<file path="src/rtl/seq_alu_module.sv">
`default_nettype none
// ============================================================================
// Module   : seq_alu_module
// Brief    : Multi-cycle ALU with valid/ready handshakes, registered result,
//            status flags and iterative shift-add MUL / restoring DIV.
// Revision : 1.0 - initial release
// ============================================================================
module seq_alu_module #(
  parameter int WIDTH = 8,
  parameter int SEL_W = 4
) (
  input  logic             clk,
  input  logic             rst,
  input  logic             in_valid,
  output logic             in_ready,
  input  logic [SEL_W-1:0] sel,
  input  logic [WIDTH-1:0] a,
  input  logic [WIDTH-1:0] b,
  output logic             out_valid,
  input  logic             out_ready,
  output logic [WIDTH-1:0] y,
  output logic [WIDTH-1:0] y_hi,
  output logic             flag_zero,
  output logic             flag_carry,
  output logic             flag_div0
);

  localparam int CNT_W = $clog2(WIDTH + 1);

  typedef enum logic [1:0] {
    S_IDLE = 2'd0,
    S_EXEC = 2'd1,
    S_DONE = 2'd2
  } state_t;

  state_t           state_q, state_d;
  logic [CNT_W-1:0] cnt_q, cnt_d;
  logic             is_div_q, is_div_d;
  logic [WIDTH-1:0] opnd_q, opnd_d;
  logic [WIDTH-1:0] work_hi_q, work_hi_d;
  logic [WIDTH-1:0] work_lo_q, work_lo_d;
  logic [WIDTH-1:0] y_q, y_d;
  logic [WIDTH-1:0] y_hi_q, y_hi_d;
  logic             zero_q, zero_d;
  logic             carry_q, carry_d;
  logic             div0_q, div0_d;

  // Single-cycle op results
  logic [WIDTH-1:0] alu_y;
  logic             alu_c;
  logic [WIDTH:0]   ext_sum;

  always_comb begin
    alu_y   = '0;
    alu_c   = 1'b0;
    ext_sum = '0;
    case (int'(sel))
      1: alu_y = ~a;
      2: begin alu_y = {a[WIDTH-2:0], 1'b0}; alu_c = a[WIDTH-1]; end
      3: begin alu_y = {1'b0, a[WIDTH-1:1]}; alu_c = a[0]; end
      4: begin
        ext_sum = {1'b0, a} + {{WIDTH{1'b0}}, 1'b1};
        alu_y   = ext_sum[WIDTH-1:0];
        alu_c   = ext_sum[WIDTH];
      end
      5: alu_y = a & b;
      6: alu_y = a | b;
      7: alu_y = a ^ b;
      8: begin
        ext_sum = {1'b0, a} + {1'b0, b};
        alu_y   = ext_sum[WIDTH-1:0];
        alu_c   = ext_sum[WIDTH];
      end
      9: begin
        ext_sum = {1'b0, a} - {1'b0, b};
        alu_y   = ext_sum[WIDTH-1:0];
        alu_c   = ext_sum[WIDTH];
      end
      default: alu_y = '0;
    endcase
  end

  // One iteration: MUL keeps {partial, multiplier}, DIV keeps {remainder, dividend/quotient}
  logic [WIDTH:0]   mul_sum;
  logic [WIDTH:0]   div_shift;
  logic [WIDTH-1:0] div_diff;
  logic             div_ge;
  logic [WIDTH-1:0] step_hi, step_lo;

  always_comb begin
    mul_sum   = {1'b0, work_hi_q} + (work_lo_q[0] ? {1'b0, opnd_q} : '0);
    div_shift = {work_hi_q, work_lo_q[WIDTH-1]};
    div_ge    = (div_shift >= {1'b0, opnd_q});
    div_diff  = div_shift[WIDTH-1:0] - opnd_q;
    if (is_div_q) begin
      step_hi = div_ge ? div_diff : div_shift[WIDTH-1:0];
      step_lo = {work_lo_q[WIDTH-2:0], div_ge};
    end else begin
      step_hi = mul_sum[WIDTH:1];
      step_lo = {mul_sum[0], work_lo_q[WIDTH-1:1]};
    end
  end

  always_comb begin
    state_d   = state_q;
    cnt_d     = cnt_q;
    is_div_d  = is_div_q;
    opnd_d    = opnd_q;
    work_hi_d = work_hi_q;
    work_lo_d = work_lo_q;
    y_d       = y_q;
    y_hi_d    = y_hi_q;
    zero_d    = zero_q;
    carry_d   = carry_q;
    div0_d    = div0_q;
    case (state_q)
      S_IDLE: begin
        if (in_valid) begin
          if (int'(sel) == 10 || (int'(sel) == 11 && b != '0)) begin
            state_d   = S_EXEC;
            cnt_d     = CNT_W'(WIDTH);
            is_div_d  = (int'(sel) == 11);
            opnd_d    = (int'(sel) == 11) ? b : a;
            work_hi_d = '0;
            work_lo_d = (int'(sel) == 11) ? a : b;
          end else if (int'(sel) == 11) begin
            state_d = S_DONE;
            y_d     = '1;
            y_hi_d  = a;
            zero_d  = 1'b0;
            carry_d = 1'b0;
            div0_d  = 1'b1;
          end else begin
            state_d = S_DONE;
            y_d     = alu_y;
            y_hi_d  = '0;
            zero_d  = (alu_y == '0);
            carry_d = alu_c;
            div0_d  = 1'b0;
          end
        end
      end
      S_EXEC: begin
        work_hi_d = step_hi;
        work_lo_d = step_lo;
        cnt_d     = cnt_q - CNT_W'(1);
        if (cnt_q == CNT_W'(1)) begin
          state_d = S_DONE;
          y_d     = step_lo;
          y_hi_d  = step_hi;
          zero_d  = (step_lo == '0);
          carry_d = 1'b0;
          div0_d  = 1'b0;
        end
      end
      S_DONE: begin
        if (out_ready) state_d = S_IDLE;
      end
      default: state_d = S_IDLE;
    endcase
  end

  always_ff @(posedge clk) begin
    if (rst) begin
      state_q   <= S_IDLE;
      cnt_q     <= '0;
      is_div_q  <= 1'b0;
      opnd_q    <= '0;
      work_hi_q <= '0;
      work_lo_q <= '0;
      y_q       <= '0;
      y_hi_q    <= '0;
      zero_q    <= 1'b0;
      carry_q   <= 1'b0;
      div0_q    <= 1'b0;
    end else begin
      state_q   <= state_d;
      cnt_q     <= cnt_d;
      is_div_q  <= is_div_d;
      opnd_q    <= opnd_d;
      work_hi_q <= work_hi_d;
      work_lo_q <= work_lo_d;
      y_q       <= y_d;
      y_hi_q    <= y_hi_d;
      zero_q    <= zero_d;
      carry_q   <= carry_d;
      div0_q    <= div0_d;
    end
  end

  assign in_ready   = (state_q == S_IDLE);
  assign out_valid  = (state_q == S_DONE);
  assign y          = y_q;
  assign y_hi       = y_hi_q;
  assign flag_zero  = zero_q;
  assign flag_carry = carry_q;
  assign flag_div0  = div0_q;

endmodule
`default_nettype wire

</file>
<file path="config.mk">
export PLATFORM = sky130hd
export DESIGN_NAME = seq_alu_module
export DESIGN_NICKNAME = d
export VERILOG_FILES = /design/src/rtl/seq_alu_module.sv
export SDC_FILE = /design/constraint.sdc
export NUM_CORES = 1
export LEC_CHECK = 0
export ABC_AREA = 0
export BUFFER_PORTS_ARGS = -buffer_cell sky130_fd_sc_hd__clkbuf_2
export CAP_MARGIN = 40
export CELL_PAD_IN_SITES_DETAIL_PLACEMENT = 0
export CELL_PAD_IN_SITES_GLOBAL_PLACEMENT = 1
export CORE_ASPECT_RATIO = 1.2
export CORE_MARGIN = 2
export CORE_UTILIZATION = 45
export DETAILED_ROUTE_END_ITERATION = 12
export GPL_ROUTABILITY_DRIVEN = 0
export GPL_TIMING_DRIVEN = 0
export PLACE_DENSITY = 0.81
export SYNTH_ARGS = -nofsm -noshare
export SYNTH_HDL_FRONTEND = slang
export SYNTH_SLANG_ARGS = --single-unit
</file>
<file path="constraint.sdc">
create_clock -name clk -period 3.05 [get_ports clk]
set_input_delay 0 -clock clk [delete_from_list [all_inputs] [get_ports clk]]
set_output_delay 0 -clock clk [all_outputs]
set_load 0.02 [all_outputs]
</file>
==> results.cfg <==
[drt]
drtAntennaViolNets = 0
vias = 5240
drc = 0
drtIter0Drc = 378
dr.pass1.iters = 5
viasPerCell = 6.223
post_drt_wl_per_cell_um = 20.26
wirelength_um = 17060

[clocking]
post_cts_buffers = 0
clkSlewWorstSetupHoldPaths_ns = 0.07
clk_root_buffer_cell = clkbuf_16
cts_tree = yes
clock_tree.buffer_depth = 2
clkLatencyLatePin_ns = 0.30
clock_sinks = 50
h-tree-depth = 2
cts_buffers = 5

[timing]
min_period_ns = 2.867
fmax_ghz = 0.3488
period_share_pct = 94.01
finalSetupViolCount = 0
hold_viol_final = 0
rsz0062_at_grt = false
fin_setup_tns_ns = 0
finalWorstSetupSlack_ns = 0.1828
relSlewSlack_pct = 42.24
fin_hold_ws_ns = 0.02444
slew_viol_final = 0
clock_skew_ns = 0.006194
tightest_slew_ns = 0.8598

[run]
drv_cap = 0

[hold_path]
hp-class = primary input to flip-flop

[global_routing]
grt_pass1_wl_um = 26790
grt_pass1_vias = 5168
grt_overflow = 0
grt_max_degree = 17
antenna_found_initial = 0
track_usage_pct = 28.78

[logic_synthesis]
syn_inst = 661
synthFlopType = dfxtp_1
synth_top_area_share_pct = 20.42
synth_nets = 732
synth-edff-count = 0
synth_commonest_cells = nor2_1, nand2_1, a21oi_1
ys_seq_area_share_pct = 20.42
synth-seq-cells = 50
yosysUniqueCellTypes = 72
async_flop_share_pct = 0
synth_area_um2 = 4902
synth.avg_cell_area_um2 = 7.416
yosys.cell_count.top_type = nor2_1
ys_top_cells_by_area = dfxtp_1, ha_1, a21oi_1, nor2_1, nand2_1
yosys_warnings = 0
synth_top_area_cell = dfxtp_1

[placement]
io_buffers = 43
dp.cells = 833
preCtsSetupSlack_ns = 0.2008
dpl_cell_area_um2 = 5279
dp_hpwl_um = 13400

[die]
die_w_um = 99.28
coreArea_um2 = 10570
num_rows = 41
fp.dieH_um = 118.3
ioPinCount = 45
dieArea_um2 = 11750
start_util_pct = 46.39

[finish]
nFillCells = 1077
nNetsFinal = 783
post-route-util_pct = 51.53
final_cell_area_um2 = 5445
diodes = 0
drive_above_1_share_pct = 12.06
syn2layout_area_growth_pct = 11.08
final_cells = 842

[pwr]
p_leak_nw = 2.210
power_switching_mw = 0.6683
power.internal_mw = 1.227
combPwrFrac_pct = 31.4
clockPowerShare_pct = 31.5
p_per_area_nw_per_um2 = 348.1
peakVddDrop_v = 0.0002182
total_power_mw = 1.895
p_seq_share_pct = 37.1
swShare_pct = 35.26

[critical_path]
cp-end-kind = flip-flop
critPathMaxFanout = 10
cp_data_required_time_ns = 3.26
crit_type = flip-flop to flip-flop
cp_data_arrival_time_ns = 3.08
worst_setup_path_start_kind = flip-flop

[outcome]
run_status = finished, final reports clean
registers in the layout, summed over array words and instances, names as in the netlist:
name	count
flag_carry	1
flag_div0	1
opnd_q	8
work_hi_q	8
y_hi	8
is_div_q	1
state_q	2
cnt_q	4
flag_zero	1
work_lo_q	8
y	8
final cells by class:
| class | count | area, µm² | share of cell area, % |
|---|---|---|---|
| multi-input combinational | 526 | 3542 | 65.05 |
| sequential | 50 | 1001 | 18.38 |
| timing repair buffer | 44 | 225.2 | 4.136 |
| buffer | 46 | 212.7 | 3.906 |
| tap | 129 | 161.4 | 2.964 |
| inverter | 39 | 146.4 | 2.688 |
| clock buffer | 6 | 138.9 | 2.551 |
| clock inverter | 2 | 17.52 | 0.3217 |
worst max-delay path, stage by stage (launching register included):
cell and delay [ns]:
dfxtp_1 0.36, clkbuf_1 0.38, and2_1 0.20, ha_1 0.16
inv_1 0.05, fa_1 0.40, nor2b_1 0.18, o31a_1 0.21
o21a_1 0.13, nor2_1 0.05, xnor2_1 0.15, o221ai_1 0.20
a311oi_1 0.32
path summary, 6_finish.rpt:
kind / from / endpoint / slack [ns] / cells past startpoint
setup / recovery: work_lo_q[0] / y_hi[5] / 0.18 / 12
hold / removal: b[3] / opnd_q[3] / 0.02 / 3
setup reg to reg: work_lo_q[0] / y_hi[5] / 0.18 / 12
hold reg to reg: y[1] / y[1] / 0.45 / 2
per-layer routing:
metal	share of wire [%]	vias up	global-route usage (%)	wire, µm
li1	-	2491	-	-
met3	5.7	72	3.134	967
met5	0	-	0	0
met2	50	241	51.94	8545
met1	39	2436	32.76	6622
met4	5.4	0	14.98	927
cell families (layout without fill, tap and decap cells):
kind of cell	count (synthesis)	after routing	synth area share, %
flops	50	50	20.42
xor+xnor	24	24	4.288
fa+ha+maj	47	47	12.61
simple gates	243	243	24.32
compound gates	197	197	27.90
mux	15	15	3.139
buf+inv	85	137	7.325
power by group through the flow:
stage / Clock, mW / Sequential, mW / Combinational [mW]
finish: 0.598 / 0.703 / 0.595
global route: 0.624 / 0.706 / 0.644
CTS: 0.606 / 0.702 / 0.587
detailed placement: 0 / 0.718 / 0.583
global placement: 0 / 0.717 / 0.579
floorplan: 0 / 0.735 / 0.379
placed cells by master, fill, tap and decap left out, types with 20 or more instances in the layout:
| cell | instances |
|---|---|
| a21oi_1 | 60 |
| clkbuf_1 | 26 |
| clkbuf_2 | 43 |
| dfxtp_1 | 50 |
| ha_1 | 43 |
| inv_1 | 39 |
| nand2_1 | 65 |
| nor2_1 | 71 |
| nor3_1 | 20 |
| o21ai_0 | 25 |
timing repair:
item,in CTS,in global routing
resized for setup,0,0
endpoints found under the hold margin,1,0
hold buffers,1,0
Power figures use the tool's default switching activity.
